[src/rtl/prog_delay_line_pkg.sv]
// Shared sizing helpers for the programmable delay line and its ring buffer.
package prog_delay_line_pkg;

  // Index width for a memory of `depth` entries; never collapses to zero bits.
  function automatic int idx_w(input int depth);
    return (depth > 1) ? $clog2(depth) : 1;
  endfunction

  function automatic int max_i(input int a, input int b);
    return (a > b) ? a : b;
  endfunction

endpackage

[src/rtl/prog_delay_line_ring_buffer.sv]
// Circular store of {valid, data} entries with a write pointer and a
// read index that trails it by a run-time offset (any depth, not just 2^n).
module dl_ring_buffer
  import prog_delay_line_pkg::*;
#(
  parameter int DEPTH  = 16,
  parameter int DATA_W = 8,
  parameter int OW     = $clog2(DEPTH + 1)
) (
  input  logic              clk,
  input  logic              rst,
  input  logic              ce,
  input  logic              clr_valid,
  input  logic [DATA_W-1:0] wr_data,
  input  logic              wr_valid,
  input  logic [OW-1:0]     rd_offset,
  output logic [DATA_W-1:0] rd_data,
  output logic              rd_valid
);

  localparam int AW = idx_w(DEPTH);
  localparam int EW = max_i(AW, OW) + 1;

  logic [DATA_W-1:0] mem_data [DEPTH];
  logic [DEPTH-1:0]  mem_vld;
  logic [AW-1:0]     wptr;
  logic [AW-1:0]     rd_idx;
  logic [EW-1:0]     wp_e;
  logic [EW-1:0]     off_e;

  always_ff @(posedge clk or negedge rst) begin
    if (!rst) begin
      for (int i = 0; i < DEPTH; i++) begin
        mem_data[i] <= '0;
      end
      mem_vld <= '0;
      wptr    <= '0;
    end else if (ce) begin
      mem_data[wptr] <= wr_data;
      if (clr_valid) begin
        mem_vld <= '0;
      end
      // Later assignment wins, so the freshly written bit obeys the clear too.
      mem_vld[wptr] <= wr_valid & ~clr_valid;
      wptr          <= (wptr == AW'(DEPTH - 1)) ? '0 : wptr + 1'b1;
    end
  end

  // Offset == DEPTH lands on wptr itself: the oldest entry, read before overwrite.
  always_comb begin
    wp_e  = EW'(wptr);
    off_e = EW'(rd_offset);
    if (wp_e >= off_e) begin
      rd_idx = AW'(wp_e - off_e);
    end else begin
      rd_idx = AW'(wp_e + EW'(DEPTH) - off_e);
    end
  end

  assign rd_data  = mem_data[rd_idx];
  assign rd_valid = mem_vld[rd_idx];

endmodule

[src/rtl/prog_delay_line.sv]
// Multi-channel delay line with run-time delay, clamping, fill tracking so
// stale samples are never flagged valid, and a zero-delay bypass.
module prog_delay_line
  import prog_delay_line_pkg::*;
#(
  parameter  int CHANNELS  = 3,
  parameter  int WIDTH     = 8,
  parameter  int MAX_DELAY = 16,
  localparam int DW        = $clog2(MAX_DELAY + 1)
) (
  input  logic                      clk,
  input  logic                      rst,
  input  logic                      ce,
  input  logic                      flush,
  input  logic [DW-1:0]             delay,
  input  logic                      in_valid,
  input  logic [CHANNELS*WIDTH-1:0] in,
  output logic                      out_valid,
  output logic [CHANNELS*WIDTH-1:0] out,
  output logic [DW-1:0]             delay_act
);

  localparam int BW = CHANNELS * WIDTH;

  function automatic logic [DW-1:0] clamp_delay(input logic [DW-1:0] d);
    return (d > DW'(MAX_DELAY)) ? DW'(MAX_DELAY) : d;
  endfunction

  logic [DW-1:0] delay_clamp;
  logic [DW-1:0] fill;
  logic [BW-1:0] rd_data;
  logic          rd_valid;
  logic          bypass;
  logic          ring_ok;

  assign delay_clamp = clamp_delay(delay);

  // fill counts ce edges since the last delay change or flush; the ring only
  // holds a coherent history once it reaches the active delay.
  always_ff @(posedge clk or negedge rst) begin
    if (!rst) begin
      delay_act <= '0;
      fill      <= '0;
    end else if (ce) begin
      delay_act <= delay_clamp;
      if (flush || (delay_clamp != delay_act)) begin
        fill <= '0;
      end else if (fill < DW'(MAX_DELAY)) begin
        fill <= fill + 1'b1;
      end
    end
  end

  dl_ring_buffer #(
    .DEPTH  (MAX_DELAY),
    .DATA_W (BW),
    .OW     (DW)
  ) u_ring (
    .clk       (clk),
    .rst       (rst),
    .ce        (ce),
    .clr_valid (flush),
    .wr_data   (in),
    .wr_valid  (in_valid),
    .rd_offset (delay_act),
    .rd_data   (rd_data),
    .rd_valid  (rd_valid)
  );

  assign bypass  = (delay_act == '0);
  assign ring_ok = rd_valid && (fill >= delay_act);

  for (genvar k = 0; k < CHANNELS; k++) begin : g_ch
    always_comb begin
      out[k*WIDTH +: WIDTH] = '0;
      if (rst) begin
        out[k*WIDTH +: WIDTH] = bypass ? in[k*WIDTH +: WIDTH] : rd_data[k*WIDTH +: WIDTH];
      end
    end
  end

  // Outputs are held at zero while reset is asserted, even in bypass.
  always_comb begin
    out_valid = 1'b0;
    if (rst) begin
      out_valid = bypass ? in_valid : ring_ok;
    end
  end

endmodule

[config.mk]
export PLATFORM = sky130hd
export DESIGN_NAME = prog_delay_line
export DESIGN_NICKNAME = d
export VERILOG_FILES = /design/src/rtl/prog_delay_line_pkg.sv /design/src/rtl/prog_delay_line_ring_buffer.sv /design/src/rtl/prog_delay_line.sv
export SDC_FILE = /design/constraint.sdc
export NUM_CORES = 1
export LEC_CHECK = 0
export CAP_MARGIN = 25
export CORE_MARGIN = 1
export CORE_UTILIZATION = 56
export DETAILED_ROUTE_END_ITERATION = 7
export MAX_ROUTING_LAYER = met4
export PLACE_DENSITY = 0.87
export SETUP_SLACK_MARGIN = 0.4
export SKIP_CTS_REPAIR_TIMING = 1
export SYNTH_ARGS = -nofsm -noshare
export SYNTH_HDL_FRONTEND = slang
export SYNTH_SLANG_ARGS = --single-unit
[constraint.sdc]
create_clock -name clk -period 3.15 [get_ports clk]
set_clock_uncertainty 0.05 [all_clocks]
set_input_delay 0.63 -clock clk [delete_from_list [all_inputs] [get_ports clk]]
set_output_delay 0.63 -clock clk [all_outputs]
set_load 0.03 [all_outputs]
## After elaboration in Yosys (flattened, before gate mapping)

Cells that the tools add are included.

- Add/subtract/negate cells: 5
- Order comparisons: 10
- Equality and inequality tests: 2
- Muxes and demuxes: 26
- Bitwise logic cells: 4
- Reductions and logical operators: 7

Operators by type and width:

| operator | number |
|---|---|
| $bwmux W384 | 1 |
| $bmux W24 S4 | 1 |
| $demux W24 S4 | 1 |
| $mux W24 | 3 |
| $mux W8 | 6 |
| $mux W16 | 2 |
| $bwmux W16 | 1 |
| $mux W5 | 3 |
| $ge A5 B5 Y1 const B | 2 |
| $lt A4 B5 Y1 const B | 2 |
| $not A4 Y5 | 2 |
| $add A4 B1 Y4 const B | 2 |
| $mux W4 | 2 |
| $sub A4 B4 Y4 | 2 |
| $add A5 B1 Y5 const B | 1 |
| $ge A4 B5 Y1 | 1 |
| $ge A5 B5 Y1 | 1 |
| $gt A5 B5 Y1 const B | 1 |
| $logic_not A5 Y1 | 1 |
| $lt A5 B1 Y1 const B | 1 |
| $lt A5 B5 Y1 const B | 1 |
| $ne A5 B5 Y1 | 1 |
| $bmux W1 S4 | 1 |
| $demux W1 S4 | 1 |
| other kinds (9) | 14 |

- Bits in registers: 414
- Input port bits: 34
- Output and inout bits: 30
- Logic and storage cells: 74

## Depth between registers and ports, before layout

- Depth in word-level cells: 9
- Mapped depth: 10
- Gate-level depth less buffers: 8

## Cells and area by module

A second synthesis with hierarchy kept.

- Cells, all modules: 1393
- Area, all modules: 20021.7 µm²

Modules (own cells, without submodules):

| module | instances | cells an instance | area each (µm²) | sequential area each (µm²) |
|---|---|---|---|---|
| dl_ring_buffer | 1 | 1238 | 18935.7 | 10109.7 |
| prog_delay_line | 1 | 155 | 1086.0 | 250.2 |

## Least setup slack after synthesis

No wires, ideal clock.

- Path kind: register -> output
- Start: register delay_act[0]
- End: output out_valid
- Arrival: 2.856 ns
- Data required time: 2.470 ns
- Path slack: -0.386 ns
- Cell stages (with the launch flop): 10
- Path buffers: 2
- Cell sequence: dfrtp_1 ha_1 inv_1 fa_1 buf_2 buf_2 mux4_2 mux2_2 nand3_1 a31oi_1

- Longest elaborated chain between the ends: 7
- Elaborated cells on any way between the ends: 11
- Those cells by class: add/sub: 2; order compare: 2; mux: 5; reduce/logical: 2

Ends and longest elaborated chain:

| element | line | source |
|---|---|---|
| from (decl) | prog_delay_line.sv:20 | `output logic [DW-1:0] delay_act` |
| from (signal assigned) | prog_delay_line.sv:45 | `delay_act <= delay_clamp;` |
| $sub A4 B4 Y4, or another cell as far along | prog_delay_line_ring_buffer.sv:56 | `rd_idx = AW'(wp_e + EW'(DEPTH) - off_e);` |
| $mux W4 | prog_delay_line_ring_buffer.sv:53 | `if (wp_e >= off_e) begin` |
| $bmux W1 S4 | prog_delay_line_ring_buffer.sv:61 | `assign rd_valid = mem_vld[rd_idx];` |
| $mux W1 (not written as such) | prog_delay_line_ring_buffer.sv:61 |  |
| $logic_and A1 B1 Y1 | prog_delay_line.sv:71 | `assign ring_ok = rd_valid && (fill >= delay_act);` |
| $mux W1 * | prog_delay_line.sv:86 | `out_valid = bypass ? in_valid : ring_ok;` |
| $mux W1 * | prog_delay_line.sv:85 | `if (rst) begin` |
| to (decl) | prog_delay_line.sv:18 | `output logic out_valid,` |

Every way passes the cells marked *; elsewhere a longest branch is shown, timed or not. The select of a mux whose other input is x is not followed.

## Worst setup path after layout

- Start: register u_ring.wptr[0]
- End: output out[11]

- Longest elaborated chain between the ends: 9
- Elaborated cells on any way between the ends: 11
- Those cells by class: add/sub: 3; order compare: 1; mux: 6; bitwise: 1

Ends and longest elaborated chain:

| element | line | source |
|---|---|---|
| from (decl) | prog_delay_line_ring_buffer.sv:26 | `logic [AW-1:0] wptr;` |
| from (signal assigned) | prog_delay_line_ring_buffer.sv:45 | `wptr <= (wptr == AW'(DEPTH - 1)) ? '0 : wptr + 1'b1;` |
| $add A4 B1 Y4 | prog_delay_line_ring_buffer.sv:56 |  |
| $sub A4 B4 Y4 | prog_delay_line_ring_buffer.sv:56 |  |
| $mux W4 * | prog_delay_line_ring_buffer.sv:53 |  |
| $not A4 Y5 (not written as such) * | prog_delay_line_ring_buffer.sv:60 | `assign rd_data = mem_data[rd_idx];` |
| $bmux W24 S4 * | prog_delay_line_ring_buffer.sv:60 |  |
| $mux W24 (not written as such) * (2 in a row) | prog_delay_line_ring_buffer.sv:60 |  |
| $mux W8 * | prog_delay_line.sv:77 | `out[k*WIDTH +: WIDTH] = bypass ? in[k*WIDTH +: WIDTH] : rd_data[k*WIDTH +: WIDTH];` |
| $mux W8 * | prog_delay_line.sv:76 | `if (rst) begin` |
| to (decl) | prog_delay_line.sv:19 | `output logic [CHANNELS*WIDTH-1:0] out,` |

Marked as above.

==> impl_metrics.py <==
metrics = {
    "worst_setup_path": {
        "cp.depth": 11,
        "required_ps": 2470,
        "cp_max_fo": 8,
        "critPathBufInv": 5,
        "timing.rr.start": "u_ring.wptr[1]$_DFFE_PN0P_",
        "r2r_slack_ps": 880,
        "crit_end": "out[11]",
        "critical_path_class": "reg -> out",
        "r2r_end": "u_ring.mem_data[348]$_DFFE_PN0P_",
        "path_cells": "inv_2 > ha_4 > inv_2 > fa_4 > buf_12 > clkbuf_16 > mux4_2 > mux2i_1 > nand2_1 > a32o_2 > buf_6",
        "worstPathArrival_ps": 3720,
        "crit_path_end_kind": "output port",
        "cpMostUsedCell": "inv_2",
        "slowest_delay_ps": 820,
        "path_delay_family": "adder cells",
        "ff2ff_path_depth": 7,
        "start_kind": "flop",
        "crit_slowest_cell": "fa_4",
        "cp-startpoint": "u_ring.wptr[0]$_DFFE_PN0P_",
    },
    "yosys": {
        "synth.most_common_cell": "dfrtp_1",
        "synth_edf_count": 0,
        "synth_cell_type_count": 46,
        "syn_avg_cell_area_um2": 13.63,
        "ys_seq_area_share_pct": 53.30,
        "synth_ff_type": "dfrtp_1",
        "synth_top_area_cell": "dfrtp_1",
        "yosysWarnings": 0,
        "synthCells": 1426,
        "synth_top_area_share_pct": 53.30,
        "synth_fp_nets": 1474,
        "synthTopCellsByCount": "dfrtp_1, mux2_2, nand2_1",
        "syn-cell-area_um2": 19440,
        "ys_ff_latch": 414,
        "synth_area_leaders": "dfrtp_1, mux2_2, mux4_2",
        "synthArstFlopShare_pct": 100.0,
    },
    "sta": {
        "final-setup-viol-count": 25,
        "hold_ws_ps": 114.6,
        "worst_slack_ps": -1249,
        "final_max_slew_viol_count": 0,
        "slew_headroom_pct": 28.55,
        "min_period_over_period_pct": 139.6,
        "worstMarginPinSlew_ps": 1072,
        "max_freq_mhz": 227.3,
        "hold_viol_final": 0,
        "rsz0062_at_grt": "true",
        "fin_crit_ps": 4399,
    },
    "cts": {
        "cts_buffers": 43,
        "htreeDepth": 2,
        "cts.sinks": 414,
        "path_clk_slew_ps": 60,
        "cts_root_buffer": "clkbuf_16",
        "cts_tree": "done",
        "cts_buffer_depth": 3,
        "clock_latency_ps": 560,
    },
    "drt": {
        "num_vias": 13000,
        "antenna_left": 0,
        "vias_per_cell": 6.420,
        "avgRoutedWirePerCell_um": 25.62,
        "first_pass_iters": 5,
        "routed_wl_um": 51880,
        "initialDrtViolationCount": 1180,
        "route.detailed.drc": 0,
    },
    "power": {
        "ir_worst_vdd_mv": 0.7357,
        "power_density_nw_per_um2": 1119,
        "finalPower_uw": 25750,
        "p_leak_uw": 0.01078,
    },
    "die": {
        "start_util_pct": 57.40,
        "dieArea_um2": 35460,
        "pin_count": 64,
        "core_area_um2": 33870,
        "chipWidth_um": 188.3,
        "die_h_um": 188.3,
        "rows": 67,
    },
    "hold_path": {
        "hp-class": "in -> async",
    },
    "global_route": {
        "grt_overflow": 0,
        "grt_max_degree": 184,
        "antenna_found_initial": 0,
        "grt_usage_pct": 29.12,
        "first_global_vias": 13730,
        "grt_pass1_wl_um": 77190,
    },
    "placement": {
        "place_area_um2": 21100,
        "hpwlAfterDp_um": 29640,
        "dp.cells": 1929,
        "gp_congestion": 0.8155,
        "numPortBuffers": 63,
    },
    "cells_and_area": {
        "final_cells": 2025,
        "n_antenna_cell": 0,
        "syn_to_final_growth_pct": 18.40,
        "final_nets": 1592,
        "drive_above_1_share_pct": 43.94,
        "post-route-util_pct": 67.95,
        "design_area_um2": 23010,
    },
    "outcome": {
        "status": "finished, violations left",
        "failed_checks": "negative setup slack",
    },
    "job": {
        "cap_viol_max_count": 0,
    },
}
## worst reg2reg max path, cell delays in order, from the launching register on
cell     delay (ps)
dfrtp_1         410
buf_4           170
inv_1           110
ha_1            230
nor2b_1         240
and2_1          190
buf_4           330
mux2_2          390
## cell type report
type,instances,area (um2)
Fill cell,2160,10850
Clock inverter,14,166.4
Clock buffer,64,1316
Multi-Input combinational cell,886,8597
Inverter,15,56.30
Tap cell,448,560.5
Timing Repair Buffer,184,1956
Sequential cell,414,10360
## where the power goes
group          switching (uW)  internal, uW
clock                    2140          3140
sequential               1320          7640
combinational            5360          6150
total                    8830         16900
## metal layers
layer | track usage, % | part of all wire (%) | up-vias | routed length, um
li1 | - | - | 5378 | -
met1 | 36.41 | 38 | 6796 | 19900
met2 | 47.13 | 50 | 639 | 26050
met3 | 5.830 | 7.2 | 188 | 3747
met4 | 11.14 | 4.2 | 0 | 2184
met5 | - | 0 | - | 0
## cells in the final DEF, fill, tap and decap left out, types with 14 or more instances in the layout
cell,synthesis,final
clkbuf_16,0,51
clkdlybuf4s50_1,0,37
buf_12,0,14
nand2_1,271,271
buf_4,5,93
a32o_2,17,24
buf_6,2,27
mux2i_1,50,49
nand3_1,21,18
mux4_2,100,100
dfrtp_1,414,412
clkbuf_8,2,14
o21ai_0,24,24
mux2_2,317,316
## registers in the layout, summed over array words and instances, names as in the netlist
register	flops
u_ring.mem_vld	16
u_ring.mem_data	384
delay_act	5
fill	5
u_ring.wptr	4
## through the flow
stage | setup WS (ps) | TNS, ps
global route | -1302 | -30320
finish | -1249 | -28010
CTS | -1369 | -31800
global placement | -692.5 | -15450
floorplan | -72.84 | -1662
detailed placement | -718.7 | -16230
## cells by family (layout without fill, tap and decap cells)
kind of cell             Yosys count  after routing  share of synthesized area, %
multiplexers                     467            467                         32.52
adder cells (fa/ha/maj)           14             14                        0.9398
AO/OA/AOI/OAI                     70             70                         2.723
buffers and inverters            126            277                         3.006
XOR/XNOR                           7              7                        0.3154
flip-flops                       414            414                         53.30
AND/OR/NAND/NOR                  328            328                         7.196
## how the worst min path moves through the flow
stage,cells past startpoint,to
floorplan,0,delay_act[0]$_DFFE_PN0P_
global placement,2,u_ring.mem_data[365]$_DFFE_PN0P_
detailed placement,2,u_ring.mem_data[362]$_DFFE_PN0P_
CTS,2,u_ring.mem_vld[15]$_DFFE_PN0P_
global route,2,u_ring.mem_vld[15]$_DFFE_PN0P_
finish,2,delay_act[4]$_DFFE_PN0P_
No activity file was read; power rests on OpenSTA's default activity.
